[config.mk]
export PLATFORM = sky130hd
export DESIGN_NAME = memory_writeback
export DESIGN_NICKNAME = d
export VERILOG_FILES = /design/src/rtl/mem_wb_pkg.sv /design/src/rtl/memory_writeback_mc_req_timer.sv /design/src/rtl/memory_writeback.sv
export SDC_FILE = /design/constraint.sdc
export NUM_CORES = 1
export LEC_CHECK = 0
export BUFFER_PORTS_ARGS = -buffer_cell sky130_fd_sc_hd__buf_2
export CORE_MARGIN = 2
export CORE_UTILIZATION = 45
export CTS_CLUSTER_SIZE = 10
export DETAILED_ROUTE_END_ITERATION = 6
export PLACE_DENSITY_LB_ADDON = 0.2
export SLEW_MARGIN = 15
export SYNTH_ARGS = -nofsm -noshare
export SYNTH_HDL_FRONTEND = slang
export SYNTH_SLANG_ARGS = --single-unit
[constraint.sdc]
create_clock -name clock -period 3.35 [get_ports clock]
set_input_delay 0.1675 -clock clock [delete_from_list [all_inputs] [get_ports clock]]
set_output_delay 0.1675 -clock clock [all_outputs]
set_load 0.05 [all_outputs]
[src/rtl/mem_wb_pkg.sv]
// Shared types and constants for the memory-access / write-back stage.
package mem_wb_pkg;

    localparam int unsigned ADDR_W_DEF = 18;
    localparam int unsigned DATA_W_DEF = 32;
    localparam int unsigned REG_W      = 5;
    localparam int unsigned TMR_W      = 8;

    localparam logic [REG_W-1:0] REG_ZERO = '0;

    typedef enum logic {
        IDLE = 1'b0,
        REQ  = 1'b1
    } state_t;

    function automatic logic is_aligned(input logic [1:0] byte_lsb);
        return byte_lsb == 2'b00;
    endfunction

endpackage

[src/rtl/memory_writeback_mc_req_timer.sv]
// Counts cycles spent in REQ and flags when the controller has been waited on too long.
module mc_req_timer
    import mem_wb_pkg::*;
#(
    parameter int unsigned MC_TIMEOUT = 15
) (
    input  logic clock,
    input  logic reset,
    input  logic start,
    input  logic busy,
    output logic timeout_hit
);

    logic [TMR_W-1:0] count;

    // count holds the number of REQ cycles including the current one
    always_ff @(posedge clock or negedge reset) begin
        if (!reset) begin
            count <= '0;
        end else if (start) begin
            count <= TMR_W'(1);
        end else if (busy) begin
            count <= count + TMR_W'(1);
        end else begin
            count <= '0;
        end
    end

    assign timeout_hit = busy && (count == TMR_W'(MC_TIMEOUT));

endmodule

[src/rtl/memory_writeback.sv]
// Memory-access and write-back stage: issues load/store requests to the memory
// controller, stalls upstream while one is outstanding, and drives the register file write port.
module memory_writeback
    import mem_wb_pkg::*;
#(
    parameter int unsigned ADDR_W     = ADDR_W_DEF,
    parameter int unsigned DATA_W     = DATA_W_DEF,
    parameter int unsigned MC_TIMEOUT = 15
) (
    input  logic              clock,
    input  logic              reset,
    input  logic              ex_mem_readmem,
    input  logic              ex_mem_writemem,
    input  logic [DATA_W-1:0] ex_mem_regb,
    input  logic              ex_mem_selwsource,
    input  logic [REG_W-1:0]  ex_mem_regdest,
    input  logic              ex_mem_writereg,
    input  logic [DATA_W-1:0] ex_mem_wbvalue,
    output logic              mem_ex_stall,
    output logic              mem_mc_en,
    output logic              mem_mc_we,
    output logic [ADDR_W-1:0] mem_mc_addr,
    output logic [DATA_W-1:0] mem_mc_wdata,
    input  logic              mc_mem_ready,
    input  logic [DATA_W-1:0] mc_mem_rdata,
    output logic              wb_reg_en,
    output logic [REG_W-1:0]  wb_reg_addr,
    output logic [DATA_W-1:0] wb_reg_data,
    output logic              mem_fault
);

    state_t state, state_d;

    logic              memop, aligned, timeout_hit, timer_start;
    logic              en_d, we_d, wb_en_d, fault_d;
    logic [ADDR_W-1:0] addr_d;
    logic [DATA_W-1:0] wdata_d, wb_data_d;
    logic [REG_W-1:0]  wb_addr_d;

    // write-back intent captured at issue, consumed when the controller answers
    logic              pend_wb, pend_wb_d;
    logic              pend_sel, pend_sel_d;
    logic [REG_W-1:0]  pend_dest, pend_dest_d;
    logic [DATA_W-1:0] pend_val, pend_val_d;

    assign memop   = ex_mem_readmem | ex_mem_writemem;
    assign aligned = is_aligned(ex_mem_wbvalue[1:0]);

    mc_req_timer #(
        .MC_TIMEOUT (MC_TIMEOUT)
    ) u_timer (
        .clock       (clock),
        .reset       (reset),
        .start       (timer_start),
        .busy        (state == REQ),
        .timeout_hit (timeout_hit)
    );

    always_ff @(posedge clock or negedge reset) begin
        if (!reset) begin
            state <= IDLE;
        end else begin
            state <= state_d;
        end
    end

    always_comb begin
        state_d      = state;
        mem_ex_stall = 1'b0;
        timer_start  = 1'b0;
        en_d         = mem_mc_en;
        we_d         = mem_mc_we;
        addr_d       = mem_mc_addr;
        wdata_d      = mem_mc_wdata;
        wb_en_d      = 1'b0;
        wb_addr_d    = wb_reg_addr;
        wb_data_d    = wb_reg_data;
        fault_d      = 1'b0;
        pend_wb_d    = pend_wb;
        pend_sel_d   = pend_sel;
        pend_dest_d  = pend_dest;
        pend_val_d   = pend_val;

        unique case (state)
            IDLE: begin
                en_d = 1'b0;
                if (memop) begin
                    if (aligned) begin
                        mem_ex_stall = 1'b1;
                        timer_start  = 1'b1;
                        state_d      = REQ;
                        en_d         = 1'b1;
                        we_d         = ex_mem_writemem;
                        addr_d       = ex_mem_wbvalue[ADDR_W+1:2];
                        wdata_d      = ex_mem_regb;
                        // a store wins over a simultaneous load and never writes back
                        pend_wb_d    = ex_mem_readmem & ~ex_mem_writemem & ex_mem_writereg
                                       & (ex_mem_regdest != REG_ZERO);
                        pend_sel_d   = ex_mem_selwsource;
                        pend_dest_d  = ex_mem_regdest;
                        pend_val_d   = ex_mem_wbvalue;
                    end else begin
                        fault_d = 1'b1;
                    end
                end else if (ex_mem_writereg && (ex_mem_regdest != REG_ZERO)) begin
                    wb_en_d   = 1'b1;
                    wb_addr_d = ex_mem_regdest;
                    wb_data_d = ex_mem_wbvalue;
                end
            end
            REQ: begin
                if (mc_mem_ready) begin
                    state_d = IDLE;
                    en_d    = 1'b0;
                    if (pend_wb) begin
                        wb_en_d   = 1'b1;
                        wb_addr_d = pend_dest;
                        wb_data_d = pend_sel ? mc_mem_rdata : pend_val;
                    end
                end else if (timeout_hit) begin
                    state_d = IDLE;
                    en_d    = 1'b0;
                    fault_d = 1'b1;
                end else begin
                    mem_ex_stall = 1'b1;
                end
            end
            default: state_d = IDLE;
        endcase
    end

    always_ff @(posedge clock or negedge reset) begin
        if (!reset) begin
            mem_mc_en    <= 1'b0;
            mem_mc_we    <= 1'b0;
            mem_mc_addr  <= '0;
            mem_mc_wdata <= '0;
            wb_reg_en    <= 1'b0;
            wb_reg_addr  <= '0;
            wb_reg_data  <= '0;
            mem_fault    <= 1'b0;
            pend_wb      <= 1'b0;
            pend_sel     <= 1'b0;
            pend_dest    <= '0;
            pend_val     <= '0;
        end else begin
            mem_mc_en    <= en_d;
            mem_mc_we    <= we_d;
            mem_mc_addr  <= addr_d;
            mem_mc_wdata <= wdata_d;
            wb_reg_en    <= wb_en_d;
            wb_reg_addr  <= wb_addr_d;
            wb_reg_data  <= wb_data_d;
            mem_fault    <= fault_d;
            pend_wb      <= pend_wb_d;
            pend_sel     <= pend_sel_d;
            pend_dest    <= pend_dest_d;
            pend_val     <= pend_val_d;
        end
    end

endmodule

==> results of run 1 <==
[layout make-up]
class | instances | area share (%)
clock buffer | 19 | 5.81
clock inverter | 13 | 2.17
inverter | 3 | 0.144
multi-input combinational | 384 | 28.1
sequential | 121 | 38.9
tap | 147 | 2.36
timing repair buffer | 275 | 22.5
[flip-flops by register name (all words and copies together) (netlist names), 5 cells and up]
signal,cells
mem_mc_addr,17
wb_reg_data,32
pend_dest,5
u_timer.count,8
mem_mc_wdata,32
pend_val,15
wb_reg_addr,5
[metrics by stage]
stage | utilization [%] | area, um2 | hold slack [ps] | setup slack, ps | instances
floorplan | - | 5490 | -128 | 1550 | 557
global placement | 54.1 | 6470 | 248 | 1200 | 860
detailed placement | 54.1 | 6470 | 256 | 1130 | 860
CTS | 65.2 | 7800 | 3.00 | 1110 | 962
global route | 65.2 | 7800 | 18.6 | 1020 | 962
finish | 65.2 | 7800 | 24.6 | 1150 | 962
[routing by layer]
| metal | wire length [um] | share of wire, % | vias up | global-route usage (%) |
|---|---|---|---|---|
| li1 | - | - | 2289 | - |
| met1 | 6210 | 45 | 2132 | 28.2 |
| met2 | 6620 | 47 | 169 | 35.3 |
| met3 | 911 | 6.5 | 17 | 6.72 |
| met4 | 210 | 1.5 | 0 | 6.91 |
| met5 | 0 | 0 | - | 0 |
[worst reg2reg max path: cells and delay by family (launching register included)]
family,cells,cell delay [ps]
AOI/OAI and AO/OA,1,120
buffers and inverters,2,960
DFF,1,360
muxes,1,380
and+or+nand+nor,1,250
[cells in the mapped netlist, drive strengths merged]
master / n / share of area (%)
a21oi: 32 / 2.9
a31o: 1 / 0.16
a41o: 1 / 0.18
and2: 3 / 0.34
and3: 2 / 0.23
buf: 30 / 3.8
clkbuf: 19 / 1.3
dfrtp: 121 / 55
ha: 1 / 0.23
inv: 3 / 0.21
mux2: 42 / 9.9
mux2i: 32 / 5.8
nand2: 208 / 14
nand2b: 2 / 0.23
nand3: 5 / 0.46
nor2: 39 / 2.7
nor2b: 1 / 0.11
nor3: 1 / 0.091
nor4: 1 / 0.11
o21ai: 2 / 0.18
o21bai: 1 / 0.14
o31ai: 2 / 0.27
o32ai: 1 / 0.16
or4: 1 / 0.14
xnor2: 2 / 0.32
xor2: 4 / 0.64
[path summary, 6_finish.rpt]
kind	endpoint	depth (start not counted)
worst max-delay path	wb_reg_data[22]	5
worst min-delay path	mem_mc_we	3
worst max register to register	wb_reg_data[22]	5
worst min register to register	mem_mc_wdata[31]	2
max in group asynchronous	pend_sel	3
min in group asynchronous	mem_mc_addr[11]	2
[kinds of logic (layout without fill, tap and decap cells)]
family	Yosys count	after routing	synth area share (%)
AO/OA/AOI/OAI	40	40	4.01
flip-flops	121	121	55.2
buffers and inverters	52	310	5.31
AND/OR/NAND/NOR	263	263	18.6
adder cells (fa/ha/maj)	1	1	0.228
XOR/XNOR	6	6	0.957
multiplexers	74	74	15.7
[timing repair]
| item | 4_1_cts | 5_1_grt |
|---|---|---|
| hold endpoints to repair | 120 | 0 |
| hold buffers | 70 | 0 |
| setup buffers | 0 | 0 |
[power groups by stage]
stage,Clock [uW],Sequential [uW],Combinational [uW]
floorplan,0,2950,831
global placement,0,2070,2180
detailed placement,0,2080,2210
CTS,1930,2070,2270
global route,2000,2120,2390
finish,1890,2070,2260
==> run metrics, run 1 <==
Seq/Total Area, Yosys 55.2%; first-pass GRT wire length 22500 um; RSZ-0062 raised after global routing false; Critical path origin state; Mapped Cells 557; DRC Markers 0; CP peak stage delay 610 ps; Post-CTS Resized 0; Comb pwr share a little over a third; Clock Power Share 30.4%; clock-pin slew on the worst setup and hold paths approximately 60 ps; RR Startpoint state; CP endpoint kind flip-flop; CTS tree built; count of cell types in the netlist 31; HPWL Detailed between 8000 and 9000 um; # rows 40; Yosys warning total 0; total wire length roughly 14000 um; share of layout cells above drive strength 1 35.0%; worst hold start ex_mem_writemem; # diodes 0; Slew headroom 28.2%; Final Setup Violations 0; commonest non-fill, non-tap cell in the layout nand2_1; H-tree lvl count 4; number of I/O pins 200; Max clock buf depth 2; max-cap viol count 0; Final Hold Fails 0; largest net degree at the start of global routing 76; Reg area 3030 um2; maximum VDD drop between 0.3 and 0.4 mV; sw power 2500 uW; via count 4607; most frequent cells in the layout nand2_1 (208), buf_2 (198), dfrtp_1 (119), dlygate4sd3_1 (70), nor2_1 (39); status complete, no violations; Die Wd 114 um; Layout area overhead 42.0%; FF-to-FF setup slack roughly 1200 ps; drt via density about 4.8; CP bufs+invs 2; DRT antenna net count 0; DIE AREA approximately 13000 um2; initial antenna violation count 0; Worst-Skew Late Latency 400 ps; gr usage total 21.9%; average size of a mapped cell 9.86 um2; Internal Power 3710 uW; CTS Buf Count 17; core area 12000 um2; total gr overflow 0; nets ~910; Req. time, crit path 3630 ps; synthesized cell area 5490 um2; clk sinks between 100 and 150; Die Span Y ~110 um; P_leak just over 0.004 uW; most frequent CP cell buf_4; Max Slew Vio Count 0; Final TNS setup 0 ps; PwrDens 797 nW/um2; crit path cell chain buf_4 > nand3_1 > o31ai_4 > buf_4 > mux2_2; #FFs+latches synth approximately 120; Root Buffer clkbuf_16; routability cong. 0.767; WS Path Type reg2reg; Fin Clk Skew a little over 10 ps; Crit-path slowest cell buf_4; Worst Tran Pin Value 1080 ps; Final Cycle Share 65.6%; area taken by multi-input logic gates ~2200 um2; Starting Density approximately 46%; cell family with most CP delay buffers and inverters; HP Class in2reg; WL/cell 14.5 um; vias in the first global route 4643; drt first pass iters 4; fillcell total 948; fmax ~460 MHz; switching part of the total 40.3%; CP max FO 75; Final Power 6220 uW; Post-Syn Nets 666; WP data arrival ~2500 ps; Tmin final 2200 ps; Buffers on Ports 199; startpoint types flip-flop; first-iteration detailed-routing DRC count approximately 250; Reg power frac 33.3%
(Power assumes the default switching activity.)
==> inputs of run 2 (changes only) <==
clock period = 1.9 ns   (was 3.35 ns; I/O delays follow)
==> run metrics, run 2 (synthesized netlist as in run 1, its figures left out) <==
routability cong. 0.804 (was 0.767); most frequent cells in the layout nand2_1 (208), buf_2 (197), dfrtp_1 (119), dlygate4sd3_1 (71), nor2_1 (39) (was nand2_1 (208), buf_2 (198), dfrtp_1 (119), dlygate4sd3_1 (70), nor2_1 (39)); Worst-Skew Late Latency 410 ps (was 400 ps); drt via density 4.77 (was 4.79); DIE AREA 13100 um2 (unchanged); Critical path origin u_timer.count[0] (was state); met1 WL 6300 um (was 6210 um); switching part of the total 39.3% (was 40.3%); sw power 4370 uW (was 2500 uW); WP data arrival 1730 ps (was 2480 ps); largest net degree at the start of global routing 70 (was 76); initial antenna violation count 0 (unchanged); WL/cell 14.8 um (was 14.5 um); startpoint types flip-flop (unchanged); gr usage total 22.9% (was 21.9%); hold depth 3 (unchanged); WS Path Type reg2out (was reg2reg); largest registers mem_mc_wdata (32), wb_reg_data (32), mem_mc_addr (17) (unchanged); Buffers on Ports 199 (unchanged); dpl ws 64.5 ps (was 1130 ps); Final Hold Fails 1 (was 0); CP endpoint kind primary output (was flip-flop); Comb pwr share 37.2% (was 36.3%); Clock Power Share 30.1% (was 30.4%); number of I/O pins 200 (unchanged); Final TNS setup 0 ps (unchanged); violated checks negative hold slack; clk sinks 121 (unchanged); RSZ-0062 raised after global routing false (unchanged); fmax 548 MHz; share of layout cells above drive strength 1 36.0% (was 35.0%); nets 927 (was 911); hold_ws -0.574 ps (was 24.6 ps); worst hold start ex_mem_readmem (was ex_mem_writemem); DR WL met3 964 um (was 911 um); # rows 40 (unchanged); R2R depth 3 (was 5); PwrDens 1380 nW/um2 (was 797 nW/um2); Root Buffer clkbuf_16 (unchanged); core area 12000 um2 (unchanged); Tmin final between 1500 and 2000 ps; CP max FO 3 (was 75); total wire length 14400 um (was 13900 um); drt first pass iters 4 (unchanged); # diodes 0 (unchanged); Slew headroom 58.3% (was 28.2%); vias in the first global route 4857 (was 4643); setup ws final 74.0 ps (was 1150 ps); RR Startpoint state (unchanged); Starting Density 45.9% (unchanged); Die Span Y 114 um (unchanged); highest routed layer met4 (unchanged); H-tree lvl count 4 (unchanged); CTS tree built (unchanged); Internal Power 6740 uW (was 3710 uW); first-iteration detailed-routing DRC count 343 (was 254); Die Wd 114 um (unchanged); via count 4666 (was 4607); FF-to-FF setup slack 210 ps (was 1150 ps); clock-pin slew on the worst setup and hold paths 60 ps (about the same); Final Cycle Share 96.1%; Reg power frac 32.6% (was 33.3%); status complete, but fails checks (was complete, no violations); Layout area overhead 46.4% (was 42.0%); Worst Tran Pin Value 625 ps (was 1080 ps); DRC Markers 0 (unchanged); Final Setup Violations 0 (unchanged); Fin Clk Skew 12.4 ps (was 10.3 ps); met2 routed WL 6910 um (was 6620 um); DRT antenna net count 0 (unchanged); Req. time, crit path 1800 ps (was 3630 ps); HPWL Detailed 9520 um (was 8650 um); Max Slew Vio Count 0 (unchanged); total gr overflow 0 (unchanged); HP Class in2reg (unchanged); CTS Buf Count 17 (unchanged); first-pass GRT wire length 23500 um (was 22500 um); commonest non-fill, non-tap cell in the layout nand2_1 (unchanged); P_leak 0.00424 uW (was 0.00410 uW); maximum VDD drop 0.701 mV (was 0.397 mV); Max clock buf depth 2 (unchanged); max-cap viol count 0 (unchanged)
==> run 2: power groups by stage <==
stage	Clock, uW	Combinational, uW	Sequential [uW]
final	3350	4130	3620
after floorplan	0	1470	5210
after global placement	0	3960	3620
after global routing	3550	4370	3700
after CTS	3410	4140	3620
after detailed placement	0	4020	3640
==> run 2: per-layer routing <==
metal / up-vias / track usage [%]
met1: 2161 / 28.9
met4: 0 / 8.86
met2: 167 / 37.4
met5: - / 0
met3: 27 / 6.62
li1: 2311 / -
==> run 2: worst paths after layout <==
path,endpoint
max,mem_ex_stall
min,pend_wb
max reg2reg,wb_reg_data[26]
min reg2reg,mem_mc_wdata[14]
max in group asynchronous,mem_mc_addr[2]
min in group asynchronous,mem_mc_wdata[2]
==> run 2: worst max-delay path: stages, from the launching register on <==
cell      delay [ps]
dfrtp_1          360
ha_1             220
nand3_1          130
nand2b_4         180
a31o_2           280
buf_8            150
==> run 2: layout make-up <==
cell class,instances,area [um2]
Clock buffer,24,472
Inverter,3,11.3
Tap cell,147,184
Sequential cell,121,3030
Clock inverter,8,143
Multi-Input combinational cell,384,2220
Timing Repair Buffer,291,1980
Fill cell,940,3920
==> run 2: stage by stage <==
| stage | cell area, um2 | power (uW) | cells | util (%) |
|---|---|---|---|---|
| final | 8040 | 11100 | 978 | 67.2 |
| after global routing | 8040 | 11600 | 978 | 67.2 |
| after CTS | 8000 | 11200 | 975 | 66.9 |
| after detailed placement | 6640 | 7660 | 871 | 55.5 |
| after global placement | 6640 | 7580 | 871 | 55.5 |
| after floorplan | 5490 | 6670 | 557 | - |
==> run 2: repair_timing <==
item / CTS / global route
hold buffers: 71 / 0
endpoints found under the setup margin: 1 / 24
pin swaps: 1 / 0
setup buffers: 2 / 3
gates resized for setup: 6 / 2
endpoints found under the hold margin: 113 / 0
